==> config.mk <==
export PLATFORM = sky130hd
export DESIGN_NAME = sid_bus_arbiter
export DESIGN_NICKNAME = d
export VERILOG_FILES = /design/src/rtl/sid_bus_arbiter.sv
export SDC_FILE = /design/constraint.sdc
export NUM_CORES = 1
export LEC_CHECK = 0
export CAP_MARGIN = 20
export CORE_MARGIN = 4
export CORE_UTILIZATION = 40
export DETAILED_ROUTE_END_ITERATION = 12
export HOLD_SLACK_MARGIN = 0.08
export PLACE_DENSITY_LB_ADDON = 0.1
export SYNTH_ARGS = -nofsm -noshare
export SYNTH_HDL_FRONTEND = slang
export SYNTH_SLANG_ARGS = --single-unit
==> constraint.sdc <==
create_clock -name clk -period 3.7 [get_ports clk]
set_input_delay 0.74 -clock clk [delete_from_list [all_inputs] [get_ports clk]]
set_output_delay 0.74 -clock clk [all_outputs]
set_load 0.01 [all_outputs]
==> src/rtl/sid_bus_arbiter.sv <==
// SID register bus arbiter: one access slot per phi2 cycle, external 6502 bus
// first, host port gets every slot the external bus leaves idle.
module sid_bus_arbiter #(
   parameter int SETTLE_CLKS  = 6,
   parameter int STARVE_LIMIT = 255,
   parameter int NUM_CS       = 4,
   localparam int SEL_W       = (NUM_CS > 1) ? $clog2(NUM_CS) : 1,
   localparam int CNT_W       = $clog2(SETTLE_CLKS + 1)
) (
   input  logic              clk,
   input  logic              rst,
   input  logic              phi2,
   input  logic [NUM_CS-1:0] ext_cs,
   input  logic              ext_we,
   input  logic [4:0]        ext_addr,
   input  logic [7:0]        ext_data,
   input  logic              host_valid,
   output logic              host_ready,
   input  logic [SEL_W-1:0]  host_sel,
   input  logic              host_we,
   input  logic [4:0]        host_addr,
   input  logic [7:0]        host_data,
   output logic [7:0]        host_rdata,
   output logic              host_rvalid,
   output logic              host_starved,
   output logic [NUM_CS-1:0] sid_cs,
   output logic              sid_we,
   output logic [4:0]        sid_addr,
   output logic [7:0]        sid_data,
   input  logic [7:0]        sid_rdata
);

   typedef enum logic [1:0] {WAIT_RISE, SETTLE, GRANT} state_t;
   typedef enum logic [1:0] {OWN_NONE, OWN_EXT, OWN_HOST} owner_t;

   localparam logic [CNT_W-1:0] SETTLE_LAST = CNT_W'(SETTLE_CLKS - 1);
   localparam logic [7:0]       STARVE_MAX  = 8'(STARVE_LIMIT);

   state_t              state_q, state_d;
   owner_t              owner_q, owner_d;
   logic                phi2_q;
   logic [CNT_W-1:0]    settle_q, settle_d;
   logic [7:0]          starve_q, starve_d;
   logic [NUM_CS-1:0]   sid_cs_q, sid_cs_d;
   logic                sid_we_q, sid_we_d;
   logic [4:0]          sid_addr_q, sid_addr_d;
   logic [7:0]          sid_data_q, sid_data_d;
   logic                host_ready_q, host_ready_d;
   logic                host_rvalid_q, host_rvalid_d;
   logic [7:0]          host_rdata_q, host_rdata_d;
   logic                host_starved_q, host_starved_d;
   logic                rise, fall;

   assign rise = phi2 & ~phi2_q;
   assign fall = ~phi2 & phi2_q;

   always_comb begin
      state_d       = state_q;
      owner_d       = owner_q;
      settle_d      = settle_q;
      starve_d      = starve_q;
      sid_cs_d      = sid_cs_q;
      sid_we_d      = sid_we_q;
      sid_addr_d    = sid_addr_q;
      sid_data_d    = sid_data_q;
      host_ready_d  = 1'b0;
      host_rvalid_d = 1'b0;
      host_rdata_d  = host_rdata_q;
      case (state_q)
         WAIT_RISE: begin
            if (rise) begin
               state_d  = SETTLE;
               settle_d = '0;
            end
         end
         SETTLE: begin
            // a short phi2 high phase gives up the slot entirely
            if (fall) begin
               state_d = WAIT_RISE;
            end else if (settle_q == SETTLE_LAST) begin
               state_d = GRANT;
               if (ext_cs != '0) begin
                  owner_d    = OWN_EXT;
                  sid_cs_d   = ext_cs;
                  sid_we_d   = ext_we;
                  sid_addr_d = ext_addr;
                  sid_data_d = ext_data;
                  if (host_valid)
                     starve_d = (starve_q == STARVE_MAX) ? starve_q : starve_q + 8'd1;
                  else
                     starve_d = '0;
               end else if (host_valid) begin
                  owner_d    = OWN_HOST;
                  sid_cs_d   = NUM_CS'(1) << host_sel;
                  sid_we_d   = host_we;
                  sid_addr_d = host_addr;
                  sid_data_d = host_data;
                  starve_d   = '0;
               end else begin
                  owner_d  = OWN_NONE;
                  starve_d = '0;
               end
            end else begin
               settle_d = settle_q + CNT_W'(1);
            end
         end
         GRANT: begin
            // sid_api commits on the fall; release the bus one clk later
            if (fall) begin
               state_d    = WAIT_RISE;
               owner_d    = OWN_NONE;
               sid_cs_d   = '0;
               sid_we_d   = 1'b0;
               sid_addr_d = '0;
               sid_data_d = '0;
               if (owner_q == OWN_HOST) begin
                  host_ready_d = 1'b1;
                  if (!sid_we_q) begin
                     host_rvalid_d = 1'b1;
                     host_rdata_d  = sid_rdata;
                  end
               end
            end
         end
         default: state_d = WAIT_RISE;
      endcase
      host_starved_d = (starve_d == STARVE_MAX);
   end

   always_ff @(posedge clk or posedge rst) begin
      if (rst) begin
         state_q        <= WAIT_RISE;
         owner_q        <= OWN_NONE;
         phi2_q         <= 1'b0;
         settle_q       <= '0;
         starve_q       <= '0;
         sid_cs_q       <= '0;
         sid_we_q       <= 1'b0;
         sid_addr_q     <= '0;
         sid_data_q     <= '0;
         host_ready_q   <= 1'b0;
         host_rvalid_q  <= 1'b0;
         host_rdata_q   <= '0;
         host_starved_q <= 1'b0;
      end else begin
         state_q        <= state_d;
         owner_q        <= owner_d;
         phi2_q         <= phi2;
         settle_q       <= settle_d;
         starve_q       <= starve_d;
         sid_cs_q       <= sid_cs_d;
         sid_we_q       <= sid_we_d;
         sid_addr_q     <= sid_addr_d;
         sid_data_q     <= sid_data_d;
         host_ready_q   <= host_ready_d;
         host_rvalid_q  <= host_rvalid_d;
         host_rdata_q   <= host_rdata_d;
         host_starved_q <= host_starved_d;
      end
   end

   assign sid_cs       = sid_cs_q;
   assign sid_we       = sid_we_q;
   assign sid_addr     = sid_addr_q;
   assign sid_data     = sid_data_q;
   assign host_ready   = host_ready_q;
   assign host_rvalid  = host_rvalid_q;
   assign host_rdata   = host_rdata_q;
   assign host_starved = host_starved_q;

endmodule

==> reports/results.tsv <==
stage	metric	value	unit
power_and_ir_drop	Power Density	490	nW/um2
cts	post-cts resize count	0	
global_routing	Congestion Overflow GR	0	
global_routing	first-pass GRT wire length	9230	um
synthesis	number of synthesis warnings	0	
synthesis	most common cell in the netlist	dfrtp_1	
cts	Clock transition at path regs	0.09	ns
timing	minimum clock period	2.50	ns
floorplan	Initial Util	0.413	
global_routing	initial antenna violation count	0	
floorplan	Die Footprint	7480	um2
synthesis	Synth top area share	0.457	
timing	final hold violation count	0	
timing	RSZ-0062 raised after global routing	no	
detailed_routing	routed vias/inst	5.22	
cts	clock buffer depth	2	
power_and_ir_drop	Pleak	1.44	nW
worst_setup_path	CP peak stage delay	0.56	ns
cells_and_area	Total Nets Final	356	
run	max-cap viol count	0	
synthesis	Mapped Nets	282	
placement	IO buf count	74	
cts	CTS tree	yes	
power_and_ir_drop	VDD IR-drop max	0.274	mV
global_routing	gr usage total	0.154	
timing	worst rel slew slack	0.741	
worst_setup_path	worst path cell trace	clkdlybuf4s50_1, nand2b_1, nand3_4, o21ai_2, buf_4, mux2_2	
floorplan	die span in x	86.5	um
worst_hold_path	Hold Path Class	flop to flop	
timing	Max Fclk	0.400	GHz
timing	Setup Skew	0.00380	ns
timing	measured slew at the worst slew-check pin	0.389	ns
synthesis	cell area after synthesis	2460	um2
synthesis	Seq/Total Area, Yosys	0.457	
worst_setup_path	CP max-delay cell	clkdlybuf4s50_1	
placement	DP Cell Count	374	
synthesis	syn avg cell area	10.6	um2
detailed_routing	Pre-antenna DRT Iters	4	
detailed_routing	DR WL/cell	14.7	um
synthesis	Synth cell types	59	
timing	WHS	0.491	ns
cells_and_area	Layout Area Growth over Synthesis	35.7	%
worst_setup_path	CP Class	input port to flop	
cells_and_area	fin cells	383	
cts	Post-CTS Hold Buffers	0	
synthesis	Synth area leaders	dfrtp_1, mux2_4, nand2_1	
synthesis	area leader, netlist	dfrtp_1	
worst_setup_path	R2R Setup Slk	1.57	ns
timing	Final setup viols	0	
detailed_routing	DR vias	1999	
power_and_ir_drop	Total Power	1.64	mW
synthesis	Synth Register Bits	45	
worst_setup_path	WP data required	3.89	ns
worst_setup_path	Worst Setup Start Kind	input port	
cts	clk root buf	clkbuf_8	
global_routing	vias in the first global route	1924	
detailed_routing	Total Wirelength	5610	um
timing	Slew Limit Fails	0	
cts	clock buffer count from CTS	5	
cts	clk sinks	45	
worst_setup_path	crit-path max FO	15	
cts	Post-CTS Setup Bufs	0	
cts	H-tree Lvls	2	
floorplan	die height	86.5	um
placement	post-DP HPWL	4060	um
synthesis	Top FF cell, synth	dfrtp_1	
synthesis	ys async rst share	1.00	
synthesis	Cells after Synth	233	
worst_setup_path	Worst setup EP type	flop	
outcome	status	finished clean	
synthesis	EDFF count, synth	0	
timing	fin crit share	0.676	
detailed_routing	DRC	0	
placement	global placement routability congestion	0.837	
synthesis	most frequent cells after synthesis	dfrtp_1, nand2_1, a21oi_1	
cells_and_area	Ant. Diodes	0	
floorplan	core region area	5960	um2
global_routing	pin count of the biggest net entering global routing	46	
worst_setup_path	arrival time worst endpoint	2.69	ns
detailed_routing	DRT antenna net count	0	
detailed_routing	Iter 0 DRT Violations	103	
floorplan	Std-Cell Rows	28	
timing	Setup TNS	0	ns
cells_and_area	share of cells above drive strength 1	0.156	
cts	insertion delay of the later-clocked pin in the worst-skew pair	0.30	ns
floorplan	I/O pin count	75	
routing by layer:
metal  wire length (um)  track usage
met1               2670        0.216
met2               2540        0.236
met3                356       0.0409
met4                 53       0.0425
met5                  0            0
power breakdown:
part / total (mW) / internal, mW / switching (mW)
registers: 0.710 / 0.615 / 0.0954
logic: 0.605 / 0.370 / 0.235
clock network: 0.322 / 0.137 / 0.185
worst paths after layout:
kind,start,endpoint,cells past startpoint
worst max-delay path,phi2,sid_data[0],6
worst min-delay path,host_rdata[5],host_rdata[5],1
worst max register to register,state_q[1],host_rdata[0],6
worst min register to register,host_rdata[5],host_rdata[5],1
max in group asynchronous,rst,sid_data[2],3
min in group asynchronous,rst,starve_q[1],2
flip-flops by register name (all words and copies together), names as in the netlist:
signal,cells
host_rdata,8
sid_data,8
starve_q,8
sid_addr,5
sid_cs,4
settle_q,3
owner_q,2
state_q,2
host_ready,1
host_rvalid,1
host_starved,1
phi2_q,1
sid_we,1
worst max-delay path, delay by kind of cell:
kind / cells / cell delay, ns
compound gates: 1 / 0.20
simple gates: 2 / 0.58
buf+inv: 2 / 0.81
mux: 1 / 0.36
layout make-up:
class | count | area (um2)
clock inverters | 3 | 25.0
well taps | 75 | 93.8
multi-input cells | 172 | 1220
repair buffers | 80 | 798
inverters | 3 | 11.3
clock buffers | 5 | 68.8
fillers | 537 | 2610
flip-flops and latches | 45 | 1130
through the flow:
step	worst slack (ns)	instance area, um2	utilization
global route	1.06	3340	0.561
CTS	1.20	3320	0.558
floorplan	1.65	2460	-
finish	1.20	3340	0.561
detailed placement	0.881	3230	0.542
global placement	0.922	3230	0.542
cells in the final DEF (no fill, tap or decap), types with 4 or more instances in the layout:
cell,instances
clkdlybuf4s50_1,74
dfrtp_1,45
nand2_1,39
a21oi_1,22
mux2_4,12
nor2_1,11
nand3_1,8
o21ai_0,8
mux2_1,8
clkbuf_8,5
buf_4,5
nor3_1,4
kinds of logic after synthesis:
kind of cell / synth area share
fa+ha+maj: 0.0152
compound gates: 0.158
buf+inv: 0.0478
mux: 0.123
simple gates: 0.198
flops: 0.457
(Power assumes the default switching activity.)
==> edit, RTL diff (config.mk and constraints unchanged) <==
Change the parameter `NUM_CS` from 4 to 2.
--- a/src/rtl/sid_bus_arbiter.sv
+++ b/src/rtl/sid_bus_arbiter.sv
@@ -5,3 +5,3 @@
    parameter int STARVE_LIMIT = 255,
-   parameter int NUM_CS       = 4,
+   parameter int NUM_CS       = 2,
    localparam int SEL_W       = (NUM_CS > 1) ? $clog2(NUM_CS) : 1,
Ports: changed (resized ext_cs, host_sel and sid_cs); port bits go from 75 to 70. The function was not compared with the original's and may differ.
==> edit against the original RTL <==
Die area down 14%; design area shrank 11%; routed wire length shrank 13%; hold slack lost 34 ps; synthesized area decreased by 15%; total power shrank 2.8%; critical endpoint is now host_starved; sequential cell count fell by 2; setup slack improved by 160 ps.
==> edit: results (changes against the original RTL) <==
Timing
  • Final setup margin: 1360 ps (was 1200 ps)
  • Skew final: 7.16 ps (was 3.80 ps)
  • Slew HR: 41.7% (was 74.1%)
  • Hold WS: 457 ps (was 491 ps)

Logic synthesis
  • Sequential element share of the synthesized area: 51.4% (was 45.7%)
  • Post-synthesis mux area share: 11.5% (was 12.3%)
  • Area contributors post-synth: dfrtp_1 51%, mux2i_1 7.2%, nand2_1 5.6% (was dfrtp_1 46%, mux2_4 7.3%, nand2_1 5.9%)
  • Synth warnings: 0 (unchanged)
  • Top cells by count, synth: 43 x dfrtp_1, 31 x nand2_1, 15 x mux2i_1, 15 x o31ai_1, 13 x o21ai_0 (was 45 x dfrtp_1, 39 x nand2_1, 22 x a21oi_1)
  • Synth Area in Adders: 1.79% (was 1.52%)
  • Syn Area/Cell: 10.4 um^2 (was 10.6 um^2)

Finish
  • Final core utilization: 58.5% (was 56.1%)
  • Filler-free cell count of the finished design: 344 (was 383)
  • Fillers: 475 (was 537)
  • Layout cells sized above 1: 9.85% (was 15.6%)

Placed design
  • Post-Place Worst Slack: 1060 ps (was 881 ps)
  • Placer's final routability congestion estimate: 0.821 (was 0.837)
  • Placed inst area: 2870 um^2 (was 3230 um^2)
  • PortBufs: 69 (was 74)

Global routing
  • Largest net degree at the start of global routing: 33 (was 46)
  • Number of global-route vias before repair: 1743 (was 1924)
  • First-pass GRT wire length: 7900 um (was 9230 um)
  • Met1 Use GR: 19.3% (was 21.6%)
  • Met2 Track Usage GR: 25.7% (was 23.6%)
  • GR Util All Layers: 15.4% (about the same)
  • Global Route met3 Usage: 3.92% (was 4.09%)

Run status
  • Status: complete, no violations (unchanged)

Power and ir drop
  • Comb power frac: 32.6% (was 36.9%)
  • Peak supply drop: 0.000356 V (was 0.000274 V)
  • Power Density: 533 nW/um^2 (was 490 nW/um^2)
  • Power consumed by sequential cells: 0.694 mW (was 0.710 mW)

Clock tree
  • CTS Root Cell: clkbuf_8 (unchanged)

Route
  • Via count: 1777 (was 1999)
  • Met3 routed WL: 352 um (was 356 um)
  • DRT iter0 DRCs: 72 (was 103)
  • DR WL met2: 2340 um (was 2540 um)
  • Met1 wire length: 2150 um (was 2670 um)

Setup path
  • Worst Reg-to-Reg Cells: 7 (was 6)
  • Data arrival time of the worst path: 2550 ps (was 2690 ps)
  • Reg-to-reg startpoint: settle_q[1] (was state_q[1])
  • Crit-path max FO: 11 (was 15)

Worst hold path
  • Hold Path Origin: owner_q[0] (was host_rdata[5])
  • Worst Hold Path EP: host_ready (was host_rdata[5])
[edit: cell count changes after synthesis, sizes merged, moves of 3 or more]
cell and change:
mux2i +15, nor2 -7, mux2 -15, o31ai +13, and4 +3, nor2b +3
a41oi -3, nor4 -3, o21ai +6, a21oi -17, nand2 -9
[edit: worst max-delay path, stage by stage]
cell             delay [ps]
clkdlybuf4s50_1         510
nor2b_1                  90
or3_1                   520
nor3_1                  320
o211ai_1                140
nor4_2                  220
[edit: final cells by class]
| class | instances | share of cell area [%] |
|---|---|---|
| sequential | 43 | 36.0 |
| multi-input combinational | 145 | 32.2 |
| timing repair buffer | 74 | 24.4 |
| tap | 70 | 2.93 |
| clock buffer | 6 | 2.77 |
| clock inverter | 2 | 1.17 |
| inverter | 4 | 0.503 |
[edit: kinds of logic after synthesis]
family | count (synthesis)
and+or+nand+nor | 71
buffers and inverters | 13
AOI/OAI and AO/OA | 48
muxes | 23
adders and majority gates | 3
DFF | 43
